### src/rtl/param_exec_unit.sv
// rtl/param_exec_unit.sv - four-state fetch/execute/writeback unit over a small register file
module param_exec_unit #(
  parameter int DATA_W = 8,
  parameter int ADDR_W = 3
) (
  input  logic              clock,
  input  logic              reset_n,
  input  logic              start,
  input  logic [3:0]        op,
  input  logic [ADDR_W-1:0] rs1,
  input  logic [ADDR_W-1:0] rs2,
  input  logic [ADDR_W-1:0] rd,
  input  logic [DATA_W-1:0] imm,
  output logic              busy,
  output logic              done,
  output logic              err,
  output logic [DATA_W-1:0] result,
  output logic [3:0]        flags,
  input  logic [ADDR_W-1:0] dbg_addr,
  output logic [DATA_W-1:0] dbg_data
);

  localparam int NREGS = 2 ** ADDR_W;
  localparam logic [DATA_W:0] ONE = {{DATA_W{1'b0}}, 1'b1};

  typedef enum logic [1:0] {IDLE, FETCH, EXEC, WB} state_t;

  state_t            state;
  logic [DATA_W-1:0] regs [NREGS];
  logic [3:0]        op_q;
  logic [ADDR_W-1:0] rs1_q, rs2_q, rd_q;
  logic [DATA_W-1:0] imm_q, a_q, b_q, res_q;
  logic [3:0]        flg_q;
  logic              wr_q, ill_q;

  logic [DATA_W:0]   sum;
  logic [DATA_W-1:0] alu_res;
  logic [3:0]        alu_flg;
  logic              alu_wr, alu_ill;

  assign busy     = (state != IDLE);
  assign dbg_data = regs[dbg_addr];

  // flags bits: {CV, SO, GT, Z}; untouched bits keep their current value
  always_comb begin
    sum     = '0;
    alu_res = '0;
    alu_flg = flags;
    alu_wr  = 1'b1;
    alu_ill = 1'b0;
    case (op_q)
      4'd0:  alu_res = a_q;
      4'd1:  alu_res = imm_q;
      4'd2:  begin sum = {1'b0, a_q} + {1'b0, b_q}; alu_res = sum[DATA_W-1:0]; alu_flg[3] = sum[DATA_W]; end
      4'd3:  begin sum = {1'b0, a_q} - {1'b0, b_q}; alu_res = sum[DATA_W-1:0]; alu_flg[3] = sum[DATA_W]; end
      4'd4:  alu_res = a_q & b_q;
      4'd5:  alu_res = a_q | b_q;
      4'd6:  alu_res = a_q ^ b_q;
      4'd7:  begin alu_res = {a_q[DATA_W-2:0], 1'b0}; alu_flg[2] = a_q[DATA_W-1]; end
      4'd8:  begin alu_res = {1'b0, a_q[DATA_W-1:1]}; alu_flg[2] = a_q[0]; end
      4'd9:  begin
        sum        = {1'b0, b_q} - {1'b0, a_q};
        alu_res    = sum[DATA_W-1:0];
        alu_flg[1] = (a_q > b_q);
        alu_wr     = 1'b0;
      end
      4'd10: begin sum = {1'b0, a_q} + ONE; alu_res = sum[DATA_W-1:0]; alu_flg[3] = sum[DATA_W]; end
      4'd11: begin sum = {1'b0, a_q} - ONE; alu_res = sum[DATA_W-1:0]; alu_flg[3] = sum[DATA_W]; end
      4'd12: begin
        sum        = {1'b0, a_q} + {1'b0, b_q} + {{DATA_W{1'b0}}, flags[3]};
        alu_res    = sum[DATA_W-1:0];
        alu_flg[3] = sum[DATA_W];
      end
      default: begin
        alu_res = result;
        alu_wr  = 1'b0;
        alu_ill = 1'b1;
      end
    endcase
    if (!alu_ill) alu_flg[0] = (alu_res == '0);
  end

  always_ff @(posedge clock or negedge reset_n) begin
    if (!reset_n) begin
      state  <= IDLE;
      op_q   <= '0;
      rs1_q  <= '0;
      rs2_q  <= '0;
      rd_q   <= '0;
      imm_q  <= '0;
      a_q    <= '0;
      b_q    <= '0;
      res_q  <= '0;
      flg_q  <= '0;
      wr_q   <= 1'b0;
      ill_q  <= 1'b0;
      result <= '0;
      flags  <= '0;
      done   <= 1'b0;
      err    <= 1'b0;
      for (int i = 0; i < NREGS; i++) regs[i] <= '0;
    end else begin
      done <= 1'b0;
      err  <= 1'b0;
      case (state)
        IDLE: if (start) begin
          op_q  <= op;
          rs1_q <= rs1;
          rs2_q <= rs2;
          rd_q  <= rd;
          imm_q <= imm;
          state <= FETCH;
        end
        FETCH: begin
          a_q   <= regs[rs1_q];
          b_q   <= regs[rs2_q];
          state <= EXEC;
        end
        EXEC: begin
          res_q <= alu_res;
          flg_q <= alu_flg;
          wr_q  <= alu_wr;
          ill_q <= alu_ill;
          state <= WB;
        end
        WB: begin
          if (!ill_q) begin
            result <= res_q;
            flags  <= flg_q;
          end
          if (wr_q) regs[rd_q] <= res_q;
          done  <= 1'b1;
          err   <= ill_q;
          state <= IDLE;
        end
        default: state <= IDLE;
      endcase
    end
  end

endmodule

### config.mk
export PLATFORM = sky130hd
export DESIGN_NAME = param_exec_unit
export DESIGN_NICKNAME = d
export VERILOG_FILES = /design/src/rtl/param_exec_unit.sv
export SDC_FILE = /design/constraint.sdc
export NUM_CORES = 1
export LEC_CHECK = 0
export CAP_MARGIN = 40
export CELL_PAD_IN_SITES_DETAIL_PLACEMENT = 1
export CELL_PAD_IN_SITES_GLOBAL_PLACEMENT = 2
export CORE_UTILIZATION = 36
export CTS_CLUSTER_SIZE = 40
export DETAILED_ROUTE_END_ITERATION = 8
export DONT_BUFFER_PORTS = 1
export PLACE_DENSITY_LB_ADDON = 0.1
export SLEW_MARGIN = 15
export SYNTH_ARGS = -nofsm -noshare
export SYNTH_HDL_FRONTEND = slang
export SYNTH_SLANG_ARGS = --single-unit
### constraint.sdc
create_clock -name clock -period 4.7 [get_ports clock]
set_input_delay 0.94 -clock clock [delete_from_list [all_inputs] [get_ports clock]]
set_output_delay 0.94 -clock clock [all_outputs]
set_load 0.02 [all_outputs]
==> results of run 1 <==
[final cells by class]
class / count / share of cell area (%)
flip-flops and latches: 131 / 32.9
multi-input cells: 578 / 52.6
repair buffers: 29 / 2.85
well taps: 324 / 4.07
inverters: 34 / 1.28
clock buffers: 17 / 4.27
clock inverters: 14 / 2.05
[critical path, delay by kind of cell (launching register included)]
kind / cells / cell delay (ns)
buffers and inverters: 1 / 0.11
flip-flops: 1 / 0.52
AO/OA/AOI/OAI: 4 / 1.42
AND/OR/NAND/NOR: 3 / 1.10
adder cells (fa/ha/maj): 1 / 0.38
XOR/XNOR: 1 / 0.19
[logic make-up after synthesis]
family	Yosys count
adders and majority gates	43
AOI/OAI and AO/OA	153
buffers and inverters	94
DFF	131
and+or+nand+nor	183
muxes	183
xor gates and xnor gates	16
[synth_stat cells (10+ instances only)]
cell type,number,area [um2]
a31oi_1,14,87.6
xnor2_1,13,114
nor2_1,65,244
clkbuf_1,33,124
mux2_2,111,1250
a21oi_1,38,190
mux4_2,50,1130
mux2i_1,22,220
nand3_1,16,80.1
inv_1,32,120
buf_1,17,63.8
ha_1,40,500
o21ai_0,24,120
nand2_1,38,143
dfrtp_1,131,3280
a211oi_1,10,75.1
nor3_1,15,75.1
[how the worst max path moves through the flow]
stage / startpoint / end
after floorplan: dbg_addr[0] / dbg_data[0]
after CTS: b_q[1] / flg_q[0]
after global routing: b_q[1] / flg_q[0]
after detailed placement: b_q[1] / flg_q[0]
after global placement: b_q[1] / flg_q[0]
final: b_q[1] / flg_q[0]
[through the flow]
| stage | hold WS (ns) | std cells | area [um2] | worst slack (ns) | util, % |
|---|---|---|---|---|---|
| after CTS | 0.180 | 1127 | 9970 | 0.865 | 41.1 |
| final | 0.211 | 1127 | 9970 | 0.849 | 41.1 |
| after floorplan | 0.471 | 803 | 8860 | 1.02 | - |
| after detailed placement | 0.497 | 1096 | 9340 | 0.908 | 38.5 |
| after global routing | 0.181 | 1127 | 9970 | 0.685 | 41.1 |
| after global placement | 0.492 | 1085 | 9190 | 1.09 | 37.9 |
[registers in the layout (all words and copies together), names as in the netlist, 8 cells and up]
name / count
regs: 64
a_q: 8
b_q: 8
imm_q: 8
res_q: 8
result: 8
[per-layer routing]
layer,GRT usage [%],part of all wire (%)
met3,3.84,2.7
met1,30.9,44
met4,5.68,1.6
met2,42.2,52
met5,0,0
==> results.md, run 1 <==
* Post-CTS Setup Repair Bufs at 0
* R2R Setup Slk at 0.85 ns
* Worst-path clk slew at 0.07 ns
* Worst Skew at 0.0231 ns
* R2r startpoint: b_q[1]
* Final #Nets at 861
* Vias in the first global route at 7131
* Die width at 159 um
* # port buffers at 0
* Worst reg2reg path depth at 10
* GRT Residual Overflow at 0
* Netlist cell types at 63
* CTS tree: done
* RSZ-0062 raised after global routing: false
* Share of cells above drive strength 1 at 29.0%
* Synth Cell Area at 8860 um2
* DR iter-0 viols at 406
* Hold_buf cts at 0
* Crit path kind: reg -> reg
* TritonCTS Sinks at 131
* CP startpoint kind: flop
* Skew-Pair Late Insertion Delay at 0.43 ns
* Cells after Synth at 803
* Post-synthesis mux area share at 29.3%
* Routed vias/inst at 5.86
* Antenna Violating Nets Remaining at 0
* Routed WL per cell at 25.8 um
* Commonest non-fill, non-tap cells in the layout: dfrtp_1, mux2_2, nor2_1
* CTS buffer count at 17
* Initial Util at 36.5%
* Antenna violations before repair at 0
* CP required at 5.03 ns
* Worst-case clock buffer depth at 2
* Root buf cell: clkbuf_16
* Crit path max-delay cell type: a211oi_1
* Sequential share of the synthesized area at 37.0%
* Overall Global Routing Usage at 24.0%
* CP max stage delay at 0.67 ns
* FMAX at 260 MHz
* Final min period at 3.85 ns
* First-pass GRT wire length at 45500 um
* Total core area at 24200 um2
* Worst reg2reg path endpoint: flg_q[0]
* Avg Inst Size Synth at 11.0 um2
* CTS resizes at 0
* GP Congestion at 0.937
* Row count at 57
* Worst-path cell chain: inv_1 -> ha_1 -> a211oi_1 -> o2111ai_1 -> nor4_1 -> xnor2_1 -> nor2_1 -> o32ai_1 -> or4b_1 -> o31ai_2
* Antenna diodes at 0
* Flops & latches, synth at 131
* Via count at 6606
* Crit share post-route at 81.9%
* Outcome: completed
* Filler Cells Inserted at 2645
* Post-synth EDFFs at 0
* Slew Limit Fails at 0
* Syn Nets at 873
* Min-Delay Path Class: in -> async
* Area grow syn2layout at 12.5%
* Slew headroom at 48.9%
* CP Max Fanout at 7
* Largest net degree at the start of global routing at 132
* FFs w/ async S/R, synth at 100%
* Total Routed Length at 29100 um
* Critical path endpoint category: flop
* Tightest Pin Transition at 0.767 ns
* Max capacitance violation total at 0
* Multi-input logic area at 5250 um2
* Crit path arrival time at 4.18 ns
* Xor and xnor area share after synthesis at 1.58%
* Commonest non-fill, non-tap cell in the layout: dfrtp_1
* Detail Placement HPWL at 21700 um
* Ports at 50
* Ys Warns at 0
* Top_reg_cell synth: dfrtp_1
* Post-synthesis compound-gate area fraction at 11.6%
* Final-report hold violation count at 0
* Synth Area in Adders at 6.33%
* Initial DRT Pass Iterations at 6
* Remaining DRCs at 0
* Largest family of logic cells by synthesized area: multiplexers
* Die Area at 25200 um2
* Die Y at 159 um
* Sequential cell area at 3280 um2
* Setup-failing EPs final at 0
* Setup TNS at 0 ns
* H-tree levels at 4
* Simple-gate share of the synthesized area at 10.0%
Power of run 1 is not shown: default switching activity piles up to over one toggle a cycle in this logic, so the estimate is an artifact.
==> run 2: changes to the inputs <==
==> constraint.sdc (replaced) <==
create_clock -name clock -period 3.4 [get_ports clock]
set_input_delay 0.68 -clock clock [delete_from_list [all_inputs] [get_ports clock]]
set_output_delay 0.68 -clock clock [all_outputs]
set_load 0.02 [all_outputs]
==> run 2 against run 1 <==
Net effect: the flow now finishes with violations (hold timing); die area stayed put; setup slack got worse by 0.83 ns; clock skew shrank 0.010 ns; wire length is 1.4% higher; largest cell class unchanged; flip-flop and latch count is the same; first-iteration DRC count grew 10%; final cell count up 3.8%; non-clock buffer count is 42 higher; critical path depth increased by 1; critical path type unchanged; via count rose by 2.3%.
==> results.md, run 2 (same netlist as run 1, synthesis figures left out) <==
* Detail Placement HPWL at 22100 um
* Worst-path clk slew at 0.07 ns
* Row count at 57
* Antenna Violating Nets Remaining at 0
* Antenna diodes at 0
* Critical path endpoint category: flop
* Min-Delay Path Class: in -> async
* CP Max Fanout at 4
* Share of cells above drive strength 1 at 33.8%
* GRT Residual Overflow at 0
* CP startpoint kind: flop
* Final-report hold violation count at 76
* Slew headroom at 52.5%
* # port buffers at 0
* Outcome: finished, violations left
* Worst-case clock buffer depth at 2
* Met2 routed WL at 14700 um
* Root buf cell: clkbuf_16
* Total Routed Length at 29500 um
* Register bank with the most flops: regs
* Setup ws final at 0.0218 ns
* Ports at 50
* Top layer in use: met4
* Setup-failing EPs final at 0
* Area grow syn2layout at 15.9%
* Tightest Pin Transition at 0.712 ns
* Overall Global Routing Usage at 24.4%
* R2r startpoint: a_q[0]
* Initial Util at 36.5%
* CTS buffer count at 17
* Crit path arrival time at 3.71 ns
* First-pass GRT wire length at 46600 um
* Routed WL per cell at 25.2 um
* Violated checks: hold timing
* CTS tree: done
* Crit share post-route at 99.4%
* Critical path launch point: a_q[0]
* Die Area at 25200 um2
* Max capacitance violation total at 0
* RSZ-0062 raised after global routing: true
* TritonCTS Sinks at 131
* Place WS at -0.126 ns
* Skew-Pair Late Insertion Delay at 0.42 ns
* Commonest non-fill, non-tap cell in the layout: dfrtp_1
* Crit path kind: reg -> reg
* Total core area at 24200 um2
* FMAX at 296 MHz
* Worst reg2reg path depth at 11
* Routed vias/inst at 5.78
* Worst Skew at 0.0127 ns
* GP Congestion at 0.923
* Met1 Wirelength at 13200 um
* Via count at 6758
* Largest register FFs at 64
* CP required at 3.73 ns
* Antenna violations before repair at 1
* Largest net degree at the start of global routing at 132
* Vias in the first global route at 7479
* Die Y at 159 um
* Commonest non-fill, non-tap cells in the layout: dfrtp_1, mux2_2, buf_4
* Final #Nets at 903
* Die width at 159 um
* H-tree levels at 4
* Remaining DRCs at 0
* Final min period at 3.38 ns
* Worst hold slack at -0.0527 ns
* Slew Limit Fails at 0
* DR iter-0 viols at 447
* Met3 wire length at 885 um
* Initial DRT Pass Iterations at 5
==> run 2: cell types whose count changed in the layout (fill, tap and decap cells not counted), moves of 3 or more <==
cell      before  now
buf_4         21   67
buf_6          4    0
a211oi_1      10    7
a211oi_2       0    3
==> run 2: path summary, 6_finish.rpt <==
check	slack, ns	to
setup / recovery	0.02	flg_q[0]
hold / removal	-0.05	flags[1]
setup reg to reg	0.02	flg_q[0]
hold reg to reg	0.51	rs1_q[0]
max in group asynchronous	3.14	imm_q[0]
min in group clock	0.40	rs1_q[0]
==> run 2: cell type report <==
cell class / instances / area, um2
multi-input cells: 578 / 5280
repair buffers: 71 / 593
clock inverters: 13 / 146
well taps: 324 / 405
fillers: 2627 / 14000
clock buffers: 19 / 443
inverters: 34 / 128
flip-flops and latches: 131 / 3280
==> run 2: worst max-delay path: stages, from the launching register on <==
cell	delay, ns
dfrtp_1	0.43
inv_2	0.06
ha_2	0.20
fa_1	0.49
inv_1	0.05
mux4_2	0.47
nor2_2	0.09
nor3b_1	0.06
a211o_1	0.31
or3_4	0.43
or4b_4	0.53
o31ai_2	0.17
==> run 2: repair_timing <==
| item | CTS | global route |
|---|---|---|
| setup buffers | 1 | 0 |
| resized for setup | 5 | 9 |
| endpoints found under the setup margin | 1 | 1 |
| pin swaps | 1 | 4 |
| endpoints found under the hold margin | 131 | 131 |
| cloned | 0 | 0 |
==> run 2: stage by stage <==
step	TNS, ns	instances	cell area (um2)	util (%)
floorplan	0	803	8860	-
global placement	-0.00759	1134	9540	39.3
detailed placement	-0.126	1136	9600	39.6
CTS	0	1169	10200	42.1
global route	-0.0838	1170	10300	42.4
finish	0	1170	10300	42.4
==> run 2: layer usage <==
layer  global-route usage (%)  vias to the layer above
met2                     40.9                      129
li1                         -                     3061
met5                        0                        -
met1                     32.5                     3534
met4                     7.87                        0
met3                     3.32                       34
Power of run 2 is left out for the same reason.
